--- config.mk ---
export PLATFORM = sky130hd
export DESIGN_NAME = row_fetch_arbiter
export DESIGN_NICKNAME = d
export VERILOG_FILES = /design/src/rtl/row_fetch_arbiter.sv
export SDC_FILE = /design/constraint.sdc
export NUM_CORES = 1
export LEC_CHECK = 0
export BUFFER_PORTS_ARGS = -buffer_cell sky130_fd_sc_hd__buf_2
export CAP_MARGIN = 20
export CORE_AREA = 2 2 316 318
export DETAILED_ROUTE_END_ITERATION = 8
export DIE_AREA = 0 0 318 320
export SYNTH_ARGS = -nofsm -noshare
export SYNTH_HDL_FRONTEND = slang
export SYNTH_SLANG_ARGS = --single-unit
--- constraint.sdc ---
create_clock -name clock -period 2.1 [get_ports clock]
set_input_delay 0.315 -clock clock [delete_from_list [all_inputs] [get_ports clock]]
set_output_delay 0.315 -clock clock [all_outputs]
set_load 0.005 [all_outputs]
--- src/rtl/row_fetch_arbiter.sv ---
// Shares one row-RAM read port between the X and Y row-update channels, round-robin by default.
// Define ROWFETCH_FIXED_PRIO_EN to make X win every tie (Y may starve under sustained X traffic).
module row_fetch_arbiter #(
  parameter int RAM_LAT = 1,
  parameter int ADDR_W  = 11,
  parameter int DATA_W  = 256
) (
  input  logic              clock,
  input  logic              reset,
  input  logic              reqX,
  input  logic [ADDR_W-1:0] addrX,
  input  logic              reqY,
  input  logic [ADDR_W-1:0] addrY,
  output logic              ram_en,
  output logic [ADDR_W-1:0] ram_addr,
  input  logic [DATA_W-1:0] ram_data,
  output logic [DATA_W-1:0] RowX,
  output logic [DATA_W-1:0] RowY,
  output logic              doneX,
  output logic              doneY,
  output logic              busy
);

  localparam int CNT_W = 2;

  typedef enum logic [1:0] {IDLE, ISSUE, WAIT, DONE} state_t;
  typedef enum logic {CH_X, CH_Y} chan_t;

  state_t              state_q, state_d;
  chan_t               grant_q, grant_d;
  chan_t               last_q, last_d;
  chan_t               pick;
  logic                pend_x_q, pend_x_d;
  logic                pend_y_q, pend_y_d;
  logic [ADDR_W-1:0]   pa_x_q, pa_x_d;
  logic [ADDR_W-1:0]   pa_y_q, pa_y_d;
  logic [ADDR_W-1:0]   ram_addr_q, ram_addr_d;
  logic [CNT_W-1:0]    cnt_q, cnt_d;
  logic [DATA_W-1:0]   row_x_q, row_x_d;
  logic [DATA_W-1:0]   row_y_q, row_y_d;

  // NOTE: every signal written here gets its hold value first, so no path can infer a latch.
  always_comb begin
    state_d    = state_q;
    grant_d    = grant_q;
    last_d     = last_q;
    pend_x_d   = pend_x_q;
    pend_y_d   = pend_y_q;
    pa_x_d     = pa_x_q;
    pa_y_d     = pa_y_q;
    ram_addr_d = ram_addr_q;
    cnt_d      = cnt_q;
    row_x_d    = row_x_q;
    row_y_d    = row_y_q;
    pick       = CH_X;

    if (pend_x_q && pend_y_q) begin
`ifdef ROWFETCH_FIXED_PRIO_EN
      pick = CH_X;
`else
      pick = (last_q == CH_Y) ? CH_X : CH_Y;
`endif
    end else begin
      pick = pend_x_q ? CH_X : CH_Y;
    end

    unique case (state_q)
      IDLE: begin
        if (pend_x_q || pend_y_q) begin
          grant_d    = pick;
          ram_addr_d = (pick == CH_X) ? pa_x_q : pa_y_q;
          if (pick == CH_X) pend_x_d = 1'b0;
          else              pend_y_d = 1'b0;
          state_d    = ISSUE;
        end
      end
      ISSUE: begin
        cnt_d   = CNT_W'(RAM_LAT - 1);
        state_d = WAIT;
      end
      // The WAIT cycle that sees cnt==0 is the one whose closing edge carries valid ram_data.
      WAIT: begin
        if (cnt_q == '0) begin
          if (grant_q == CH_X) row_x_d = ram_data;
          else                 row_y_d = ram_data;
          state_d = DONE;
        end else begin
          cnt_d = cnt_q - CNT_W'(1);
        end
      end
      DONE: begin
        last_d  = grant_q;
        state_d = IDLE;
      end
      default: state_d = IDLE;
    endcase

    // A request arriving while its own slot is being granted re-arms it rather than being lost.
    if (reqX) begin
      pend_x_d = 1'b1;
      pa_x_d   = addrX;
    end
    if (reqY) begin
      pend_y_d = 1'b1;
      pa_y_d   = addrY;
    end
  end

  // NOTE: sequential state uses non-blocking assignments only, so all flops update together.
  always_ff @(posedge clock) begin
    // NOTE: the row registers are reset too, since both rows must read as zero after reset.
    if (reset) begin
      state_q    <= IDLE;
      grant_q    <= CH_X;
      last_q     <= CH_Y;
      pend_x_q   <= 1'b0;
      pend_y_q   <= 1'b0;
      pa_x_q     <= '0;
      pa_y_q     <= '0;
      ram_addr_q <= '0;
      cnt_q      <= '0;
      row_x_q    <= '0;
      row_y_q    <= '0;
    end else begin
      state_q    <= state_d;
      grant_q    <= grant_d;
      last_q     <= last_d;
      pend_x_q   <= pend_x_d;
      pend_y_q   <= pend_y_d;
      pa_x_q     <= pa_x_d;
      pa_y_q     <= pa_y_d;
      ram_addr_q <= ram_addr_d;
      cnt_q      <= cnt_d;
      row_x_q    <= row_x_d;
      row_y_q    <= row_y_d;
    end
  end

  assign ram_en   = (state_q == ISSUE);
  assign ram_addr = ram_addr_q;
  assign RowX     = row_x_q;
  assign RowY     = row_y_q;
  assign doneX    = (state_q == DONE) && (grant_q == CH_X);
  assign doneY    = (state_q == DONE) && (grant_q == CH_Y);
  assign busy     = (state_q != IDLE) || pend_x_q || pend_y_q;

endmodule

Word level (Yosys, flattened, before mapping)
Cells that the tools add are included.

cells by class
  add/subtract/negate cells = 1
  equality and inequality tests = 7
  muxes and demuxes = 17
  bitwise logic cells = 1
  reductions and logical operators = 22

operators by type and width
  operator             count
  $reduce_bool 2->1    7
  $reduce_and 3->1     4
  $mux 1               11
  $mux 11              1
  $ne 2x2->1 const B   4
  $pmux 2 s4           1
  $mux 2               3
  $reduce_and 2->1     3
  $eq 2x2->1 const B   2
  $logic_not 2->1      2
  $pmux 2 s2           1
  $logic_and 1x1->1    3
  $logic_or 1x1->1     3
  $eq 2x1->1 const B   1
  $sub 2x1->2 const B  1
  $not 1->1            1

word-level totals
  flip-flop bits (word level) = 553
  word-level logic and storage cells = 59

Logic depth before layout (Yosys ltp)
Gate-level depths: netlist (run 1).

  depth after elaboration = 6
  mapped depth = 8

Least setup slack after synthesis (run 1)
Ideal clock, no wire load.

  path type = reg-to-reg
  start = register state_q[0]
  end = register row_y_q[195], in the netlist RowY[195]
  library setup time = 0.071 ns
  arrival = 1.491 ns
  slack = 0.538 ns
  cell stages (with the launch flop) = 8
  clock period less this slack = 1.562 ns
  cell sequence = dfxtp_1 > inv_1 > ha_1 > nand3_1 > buf_2 > buf_1 > nand2_1 > a21oi_2

between the ends
  word-level cells in the longest chain between the ends = 2

ends and longest elaborated chain
  element                            line  RTL
  start, declared                    29    state_t state_q, state_d;
  start signal, assigned             125   state_q <= state_d;
  $eq 2x2->1                         67    unique case (state_q)
  $reduce_and 3->1 (no source line)  --
  end signal, assigned               135   row_y_q <= row_y_d;
  end, declared                      40    logic [DATA_W-1:0] row_y_q, row_y_d;

No other way between the ends.
A chain may end at the register's enable or synchronous reset.

Final worst setup path (run 1)
  start = register state_q[0]
  end = register row_y_q[153], in the netlist RowY[153]

Same word-level chain as after synthesis.

==> out/summary.txt, run 1 <==
share of cells above drive strength 1 = 39.8%
DIE HEIGHT = 320 um
Post-synth top flop = dfxtp_1
CP Max Fanout = 33
Remaining Overflow, GRT = 0
Hold Crit Start = reset
Die Wd = 318 um
post-synth design cell area = 20900 sq um
vias in the first global route = 20200
gr usage total = 14.5%
DR iter-0 viols = 1193
Mapped Cells = 2409
Post-synth top cells = nand2_1, dfxtp_1, a21oi_1, a21oi_2, nand2_2
drt total wl = 77800 um
combinational share of power = 24.7%
area fraction in compound gates after synthesis = 17.0%
Crit-path slowest cell = ha_1
largest family of logic cells by synthesized area = simple AND/OR/NAND/NOR gates
Startpoint Class = flop
CP most frequent cell = buf_12
clock sinks = 553
DPL Wire Length = 56700 um
Clock transition at path regs = 0.06 ns
# nets final = 3780
Min Clock Period, post-route = 1.95 ns
layout-stage area growth over the synthesis result = 49.7%
HP Class = input port to flop
Synth Register Bits = 553
Slew HR = 62.1%
max incr delay on CP = 0.35 ns
Pwr per Cell Area = 973 nW/um^2
path depth of the worst reg2reg path = 7
Seq pwr share = 40.5%
Synth Net Count = 2697
Final Power = 30.4 mW
Max Slew Vio Count = 0
most common cell in the synthesized netlist = nand2_1
met3 Usage GRT = 4.01%
initial antenna violation count = 2
DRC = 0
first drt pass iteration count = 5
endpoint class of the critical path = flop
largest net degree at the start of global routing = 82
Final period util = 93.0%
Final GP Congestion = 0.862
Reg-to-Reg Start = state_q[0]$_SDFFE_PP0P_
clock latency on the worst-skew pair = 0.64 ns
FFs w/ async S/R, synth = 0%
multiplexer area fraction after synthesis = 1.10%
Synth Area in XOR/XNOR = 0%
H-tree Lvls = 2
Static Leak = 12.9 nW
Sw Share = 31.1%
worst path cell trace = inv_1 -> ha_1 -> and3_4 -> buf_12 -> buf_12 -> nand2_2 -> a21oi_2
Max Clock Skew = 0.0180 ns
CTS Buf Count = 61
Seq/Total Area, Yosys = 53.0%
Worst Path Buf+Inv = 3
CP required = 2.67 ns
Root Buffer = clkbuf_16
routed via count = 20400
Syn Area/Cell = 8.66 sq um
first-pass GRT wire length = 117000 um
WL/cell = 16.1 um
Internal = 20.9 mW
Synth Area in Adders = 0.360%
Hold Vio Cnt, Final = 0
DR vias/cell = 4.23
WHS Endpoint = RowY[206]$_SDFFE_PP0P_
Worst Setup Path Type = flop to flop
Sw Pwr = 9.45 mW
MaxCap Viol Count = 0
worst-margin pin slew = 0.568 ns
core area = 98000 sq um
Crit path max-delay family = buffers and inverters
CTS tree = done
reg-to-reg slack, setup = 0.15 ns
setup TNS = 0 ns
DIE AREA = 102000 sq um
RSZ-0062 raised after global routing = false
Post-synth EDFFs = 0
synth top area cells = dfxtp_1, nand2_1, a21oi_2
post-synth top area share = 53.0%
Post-Synth Simple-Gate Area = 21.9%
top cell type by total area after synthesis = dfxtp_1
post-cts gate resize count = 0
Syn. warnings = 0
# IOs = 809
R2R Path End = RowY[153]$_SDFFE_PP0P_
row count = 115
Arr. time, crit path = 2.52 ns
Max Clk Rate = 512 MHz
clock power share = 34.8%
GRT Max-Usage Layer = met2
VDD IR-drop max = 674 uV
Hold Path Depth = 2
Cell variety after synth = 33
GR met1 Demand/Resource = 17.0%
Port Buffers = 808
Routed Antenna Nets = 0
met2 usage = 25.0%
status = completed
Setup violations, final = 0
Max Root-Sink Buffers = 3
Starting Density = 21.3%
[flip-flops by register name, indices dropped and copies added, names as in the netlist]
name,count
pa_y_q,11
ram_addr,11
RowX,256
pend_y_q,1
pend_x_q,1
state_q,2
cnt_q,2
grant_q,1
last_q,1
pa_x_q,11
RowY,256
[layout make-up]
class,count,area [sq um]
Clock buffer,96,1800
Inverter,7,26.3
Fill cell,10200,66700
Antenna cell,2,5.00
Timing Repair Buffer,1205,8090
Multi-Input combinational cell,1664,8470
Clock inverter,16,170
Sequential cell,553,11100
Tap cell,1287,1610
[power by group through the flow]
stage	clock network, mW	logic (mW)	registers [mW]
4_1_cts	10.9	7.57	12.3
3_5_place_dp	0	7.12	12.5
3_3_place_gp	0	7.07	12.5
6_report	10.6	7.51	12.3
2_1_floorplan	0	3.85	12.6
5_1_grt	11.3	8.21	12.4
[worst max-delay path by stage]
stage                            start                     end  slack, ns  cells past startpoint
6_report       state_q[0]$_SDFFE_PP0P_  RowY[153]$_SDFFE_PP0P_       0.15                      7
5_1_grt        state_q[0]$_SDFFE_PP0P_  RowX[188]$_SDFFE_PP0P_       0.03                      7
4_1_cts        state_q[0]$_SDFFE_PP0P_                    busy       0.11                      4
3_5_place_dp   state_q[0]$_SDFFE_PP0P_  RowY[139]$_SDFFE_PP0P_       0.18                      7
3_3_place_gp   state_q[0]$_SDFFE_PP0P_  RowY[151]$_SDFFE_PP0P_       0.23                      7
2_1_floorplan  state_q[0]$_SDFFE_PP0P_  RowY[195]$_SDFFE_PP0P_       0.54                      7
[worst register-to-register path: stages (launching register included)]
cell     delay [ns]
dfxtp_1        0.34
inv_1          0.12
ha_1           0.35
and3_4         0.29
buf_12         0.22
buf_12         0.35
nand2_2        0.12
a21oi_2        0.11
[kinds of logic after synthesis]
family          Yosys count
simple gates           1080
compound gates          555
flops                   553
buf+inv                 192
mux                      23
fa+ha+maj                 6
[per-stage QoR]
step	worst slack, ns	cells	util (%)	hold slack [ns]	area [sq um]
6_report	0.147	4830	31.9	0.148	31200
2_1_floorplan	0.538	2409	-	0.442	20900
4_1_cts	0.108	4828	31.9	0.0855	31200
5_1_grt	0.0251	4829	31.9	0.114	31200
3_5_place_dp	0.183	4438	27.0	0.443	26500
3_3_place_gp	0.235	4438	27.0	0.438	26500
[per-layer routing]
metal | wire (um) | vias up | share of wire, %
met2 | 37700 | 763 | 48
met3 | 5490 | 142 | 7.1
met5 | 0 | - | 0
li1 | - | 9951 | -
met4 | 2830 | 0 | 3.6
met1 | 31800 | 9569 | 41
[layout by cell type, fill, tap and decap left out, types with 8 or more instances in the layout]
| master | n |
|---|---|
| nand2_1 | 838 |
| buf_2 | 807 |
| dfxtp_1 | 553 |
| a21oi_1 | 317 |
| dlygate4sd3_1 | 278 |
| a21oi_2 | 199 |
| nand2_2 | 190 |
| buf_4 | 90 |
| clkbuf_16 | 62 |
| buf_12 | 29 |
| nor2_1 | 27 |
| mux2i_1 | 23 |
| o21ai_0 | 22 |
| clkbuf_1 | 22 |
| nand3_1 | 12 |
| a31oi_1 | 12 |
| clkbuf_8 | 12 |
| clkinv_2 | 8 |
[repair_timing]
item,in CTS,in global routing
hold buffers,278,0
endpoints found under the hold margin,527,0
buffers inserted,0,0
No activity file was read; power rests on OpenSTA's default activity.
==> run 2, diff against run 1 <==
==> constraint.sdc (replaced) <==
create_clock -name clock -period 2.1 [get_ports clock]
set_input_delay 0.42 -clock clock [delete_from_list [all_inputs] [get_ports clock]]
set_output_delay 0.42 -clock clock [all_outputs]
set_load 0.005 [all_outputs]
==> out/summary.txt, run 2 (synthesis gave the netlist of run 1 again) <==
status = completed
DRC = 0 (unchanged)
Static Leak = 12.8 nW (-0.78%)
initial antenna violation count = 5 (+3)
Port Buffers = 808 (unchanged)
first drt pass iteration count = 5 (unchanged)
worst-margin pin slew = 0.577 ns (+0.00855 ns)
HP Class = input port to flop
met3 WL = 5640 um (+2.7%)
vias in the first global route = 19900 (-1.8%)
CTS tree = done
worst hold slack = 0.0623 ns (-0.0862 ns)
# IOs = 809 (unchanged)
largest net degree at the start of global routing = 68 (-17%)
H-tree Lvls = 2 (unchanged)
Min Clock Period, post-route = 1.97 ns (+0.0190 ns)
Root Buffer = clkbuf_16
most common cell after layout, fill and taps aside = nand2_1
Max Slew Vio Count = 0 (unchanged)
Internal = 21.3 mW (+1.9%)
CP required = 1.68 ns (-0.99 ns)
Final period util = 93.9% (+0.91 points)
Metal-1 WL = 31500 um (-1.1%)
DP Worst Slack = 0.135 ns (-0.0478 ns)
Startpoint Class = flop
Final GP Congestion = 0.860 (-0.23%)
clock power share = 36.2% (+1.4 points)
path depth of the worst reg2reg path = 7 (unchanged)
routed via count = 20300 (-0.71%)
final core occ = 31.7% (-0.18 points)
Sw Pwr = 9.64 mW (+2.0%)
Hold Vio Cnt, Final = 0 (unchanged)
row count = 115 (unchanged)
Max Root-Sink Buffers = 3 (unchanged)
Layout Cells excl Fill = 4792 (-0.79%)
combinational share of power = 24.1% (-0.6 points)
commonest cells after routing, fill and taps aside = nand2_1, buf_2, dfxtp_1
gr usage total = 14.4% (-0.086 points)
Starting Density = 21.3% (unchanged)
placed instance area = 26500 sq um (-0.11%)
Remaining Overflow, GRT = 0 (unchanged)
DIE HEIGHT = 320 um (unchanged)
Hold Path Depth = 3 (+1)
multi-input logic area = 8470 sq um (about the same)
CTS Buf Count = 61 (unchanged)
Met2 Wirelength = 36800 um (-2.2%)
placed insts = 4429 (-0.20%)
Slew HR = 61.5% (-0.57 points)
post-route setup slack = 0.128 ns (-0.0190 ns)
Seq pwr share = 39.8% (-0.7 points)
DR vias/cell = 4.23 (about the same)
Die Wd = 318 um (unchanged)
# nets final = 3740 (-1.1%)
first-pass GRT wire length = 116000 um (-0.98%)
core area = 98000 sq um (unchanged)
Final Power = 31.0 mW (+1.9%)
Setup Buffers After CTS = 0 (unchanged)
share of cells above drive strength 1 = 40.6% (+0.80 points)
DR top layer = met5
Setup violations, final = 0 (unchanged)
Max Clock Skew = 0.0233 ns (+0.00535 ns)
clock sinks = 553 (unchanged)
clock latency on the worst-skew pair = 0.64 ns (about the same)
Worst Setup Path Type = flop to output pin
CP Max Fanout = 4 (-88%)
Pwr per Cell Area = 997 nW/um^2 (+2.5%)
storage element area = 11100 sq um (about the same)
Sw Share = 31.1% (about the same)
fill cell count = 10300 (+0.79%)
DR iter-0 viols = 1047 (-12%)
DPL Wire Length = 56400 um (-0.69%)
Routed Antenna Nets = 0 (unchanged)
endpoint class of the critical path = output pin
MaxCap Viol Count = 0 (unchanged)
Clock transition at path regs = 0.06 ns (about the same)
post-route cell area = 31100 sq um (-0.57%)
VDD IR-drop max = 589 uV (-13%)
Arr. time, crit path = 1.55 ns (-0.97 ns)
DIE AREA = 102000 sq um (unchanged)
setup TNS = 0 ns (unchanged)
layout-stage area growth over the synthesis result = 48.8%
RSZ-0062 raised after global routing = false
Max Clk Rate = 507 MHz (-0.96%)
WL/cell = 16.2 um (+0.54%)
drt total wl = 77600 um (-0.25%)
==> run 2: changes by cell type in the layout (fill, tap and decap cells not counted), moves of 6 or more <==
cell           change
buf_4             -12
clkbuf_1          -17
clkinvlp_4         +7
clkbuf_8           +6
dlygate4sd3_1     -31
==> run 2: power by group through the flow <==
stage | Combinational, mW | Sequential (mW) | Clock, mW
2_1_floorplan | 3.85 | 12.6 | 0
4_1_cts | 7.49 | 12.3 | 11.5
6_report | 7.45 | 12.3 | 11.2
3_3_place_gp | 7.03 | 12.5 | 0
3_5_place_dp | 7.10 | 12.5 | 0
5_1_grt | 8.13 | 12.5 | 11.9
==> run 2: path summary, 6_finish.rpt <==
path,endpoint,startpoint,slack (ns)
hold / removal,RowX[114]$_SDFFE_PP0P_,ram_data[114],0.06
setup / recovery,busy,state_q[0]$_SDFFE_PP0P_,0.13
hold reg to reg,RowX[226]$_SDFFE_PP0P_,RowX[226]$_SDFFE_PP0P_,0.45
setup reg to reg,RowX[159]$_SDFFE_PP0P_,state_q[0]$_SDFFE_PP0P_,0.23
==> run 2: final cells by class <==
| class | instances | share of cell area, % |
|---|---|---|
| well taps | 1287 | 5.18 |
| inverters | 7 | 0.0846 |
| diodes | 2 | 0.0161 |
| clock buffers | 85 | 5.85 |
| repair buffers | 1165 | 25.0 |
| multi-input cells | 1664 | 27.3 |
| flip-flops and latches | 553 | 35.6 |
| clock inverters | 29 | 0.995 |
==> run 2: what timing repair did <==
action,CTS,global route
endpoints found under the setup margin,1,3
resized for setup,1,2
hold endpoints to repair,422,0
hold buffers,247,0
==> run 2: per-layer routing <==
metal | up-vias | GRT usage [%]
met5 | - | 0
met4 | 2 | 7.14
met3 | 172 | 4.04
met2 | 753 | 24.2
met1 | 9503 | 16.8
li1 | 9850 | -
==> run 2: critical path: stages (launching register included) <==
cell     delay [ns]
dfxtp_2        0.36
inv_1          0.09
ha_1           0.25
nand2_1        0.07
buf_2          0.15
==> run 3, diff against run 2 <==
--- a/config.mk
+++ b/config.mk
@@ -5,7 +5,7 @@
 export SDC_FILE = /design/constraint.sdc
 export NUM_CORES = 1
 export LEC_CHECK = 0
-export BUFFER_PORTS_ARGS = -buffer_cell sky130_fd_sc_hd__buf_2
+export BUFFER_PORTS_ARGS = -buffer_cell sky130_fd_sc_hd__clkbuf_2
 export CAP_MARGIN = 20
 export CORE_AREA = 2 2 316 318
 export DETAILED_ROUTE_END_ITERATION = 8
==> out/summary.txt, run 3 (synthesis gave the netlist of run 1 again) <==
status = completed
Routed Antenna Nets = 0 (unchanged)
first-pass GRT wire length = 114000 um (-1.9%)
Port Buffers = 808 (unchanged)
RSZ-0062 raised after global routing = false
Starting Density = 21.3% (unchanged)
endpoint class of the critical path = output pin
setup TNS = 0 ns (unchanged)
Hold Vio Cnt, Final = 0 (unchanged)
max incr delay on CP = 0.38 ns (+0.02 ns)
Seq pwr share = 40.3% (+0.5 points)
Setup violations, final = 0 (unchanged)
Max Root-Sink Buffers = 3 (unchanged)
Setup Buffers After CTS = 0 (unchanged)
Sw Pwr = 9.50 mW (-1.5%)
WL/cell = 16.5 um (+2.1%)
Pwr per Cell Area = 1050 nW/um^2 (+5.3%)
Max Clock Skew = 0.0176 ns (-0.00568 ns)
VDD IR-drop max = 764 uV (+30%)
Static Leak = 11.7 nW (-9.2%)
worst-margin pin slew = 0.574 ns (-0.00262 ns)
clock latency on the worst-skew pair = 0.60 ns (-0.04 ns)
DPL Wire Length = 56500 um (+0.19%)
Crit-path slowest cell = dfxtp_1
Min Clock Period, post-route = 1.99 ns (+0.0170 ns)
CTS tree = done
vias in the first global route = 19000 (-4.4%)
core area = 98000 sq um (unchanged)
DR vias/cell = 4.22 (-0.39%)
Slew HR = 61.7% (+0.18 points)
clock power share = 36.7% (+0.5 points)
final core occ = 29.8% (-1.9 points)
Arr. time, crit path = 1.57 ns (+0.02 ns)
Internal = 21.2 mW (-0.73%)
Startpoint Class = flop
hold_buf cts = 67 (-73%)
gr usage total = 14.3% (-0.14 points)
CP required = 1.68 ns (about the same)
post-cts gate resize count = 0 (-1)
worst path cell trace = inv_1 -> ha_1 -> nand2_1 -> clkbuf_2
Remaining Overflow, GRT = 0 (unchanged)
drt total wl = 76100 um (-2.0%)
# IOs = 809 (unchanged)
Final period util = 94.7% (+0.81 points)
Max Clk Rate = 503 MHz (-0.85%)
DR iter-0 viols = 1065 (+1.7%)
most common cell after layout, fill and taps aside = nand2_1
share of cells above drive strength 1 = 42.3% (+1.7 points)
row count = 115 (unchanged)
DIE HEIGHT = 320 um (unchanged)
Sw Share = 30.9% (-0.17 points)
worst hold slack = 0.0562 ns (-0.00604 ns)
Worst Setup Path Type = flop to output pin
combinational share of power = 23.0% (-1.1 points)
clock sinks = 553 (unchanged)
routed via count = 19400 (-4.4%)
first drt pass iteration count = 5 (unchanged)
CTS Buf Count = 66 (+8.2%)
Clock transition at path regs = 0.06 ns (about the same)
DRC = 0 (unchanged)
MaxCap Viol Count = 0 (unchanged)
Final GP Congestion = 0.865 (+0.60%)
Die Wd = 318 um (unchanged)
Max Slew Vio Count = 0 (unchanged)
commonest cells after routing, fill and taps aside = nand2_1, clkbuf_2, dfxtp_1
H-tree Lvls = 3 (+1)
largest net degree at the start of global routing = 78 (+15%)
CP Max Fanout = 4 (unchanged)
Root Buffer = clkbuf_16
DIE AREA = 102000 sq um (unchanged)
HP Class = input port to flop
initial antenna violation count = 8 (+3)
# nets final = 3554 (-5.0%)
layout-stage area growth over the synthesis result = 40.0%
-- run 3: power groups by stage --
stage                     clock [mW]  sequential, mW  combinational [mW]
final                           11.3            12.4                7.07
after global routing            12.0            12.5                7.77
after CTS                       11.6            12.3                7.16
after detailed placement           0            12.6                7.04
after global placement             0            12.5                6.99
after floorplan                    0            12.6                3.85
-- run 3: critical path, delay by kind of cell, from the launching register on --
kind,cells,cell delay [ns]
buffers and inverters,2,0.27
and+or+nand+nor,1,0.07
DFF,1,0.38
adders and majority gates,1,0.25
-- run 3: layout make-up --
cell class	instances	area, sq um
Antenna cell	3	7.51
Clock buffer	91	1910
Clock inverter	20	199
Fill cell	10500	68800
Inverter	7	26.3
Multi-Input combinational cell	1664	8470
Sequential cell	553	11100
Tap cell	1287	1610
Timing Repair Buffer	974	5930
-- run 3: final timing paths --
check	cells after the start	end	startpoint	slack, ns
max	4	busy	state_q[0]$_SDFFE_PP0P_	0.11
min	3	pa_y_q[7]$_SDFFE_PP0P_	addrY[7]	0.06
max reg2reg	7	RowX[150]$_SDFFE_PP0P_	state_q[0]$_SDFFE_PP0P_	0.15
min reg2reg	2	RowX[147]$_SDFFE_PP0P_	RowX[147]$_SDFFE_PP0P_	0.45
-- run 3: routing by layer --
layer | vias to the layer above | GRT usage [%] | part of all wire [%]
met4 | 0 | 6.99 | 4.1
li1 | 9476 | - | -
met1 | 9050 | 16.6 | 41
met5 | - | 0 | 0
met3 | 151 | 4.32 | 7.7
met2 | 711 | 23.9 | 48
-- run 3: stage by stage --
stage | cell area [sq um] | total power [mW] | instances | worst slack [ns]
6_report | 29200 | 30.7 | 4599 | 0.111
5_1_grt | 29200 | 32.3 | 4599 | 0.0139
4_1_cts | 29200 | 31.1 | 4596 | 0.0484
3_5_place_dp | 26400 | 19.6 | 4418 | 0.146
3_3_place_gp | 26400 | 19.5 | 4418 | 0.206
2_1_floorplan | 20900 | 16.4 | 2409 | 0.538
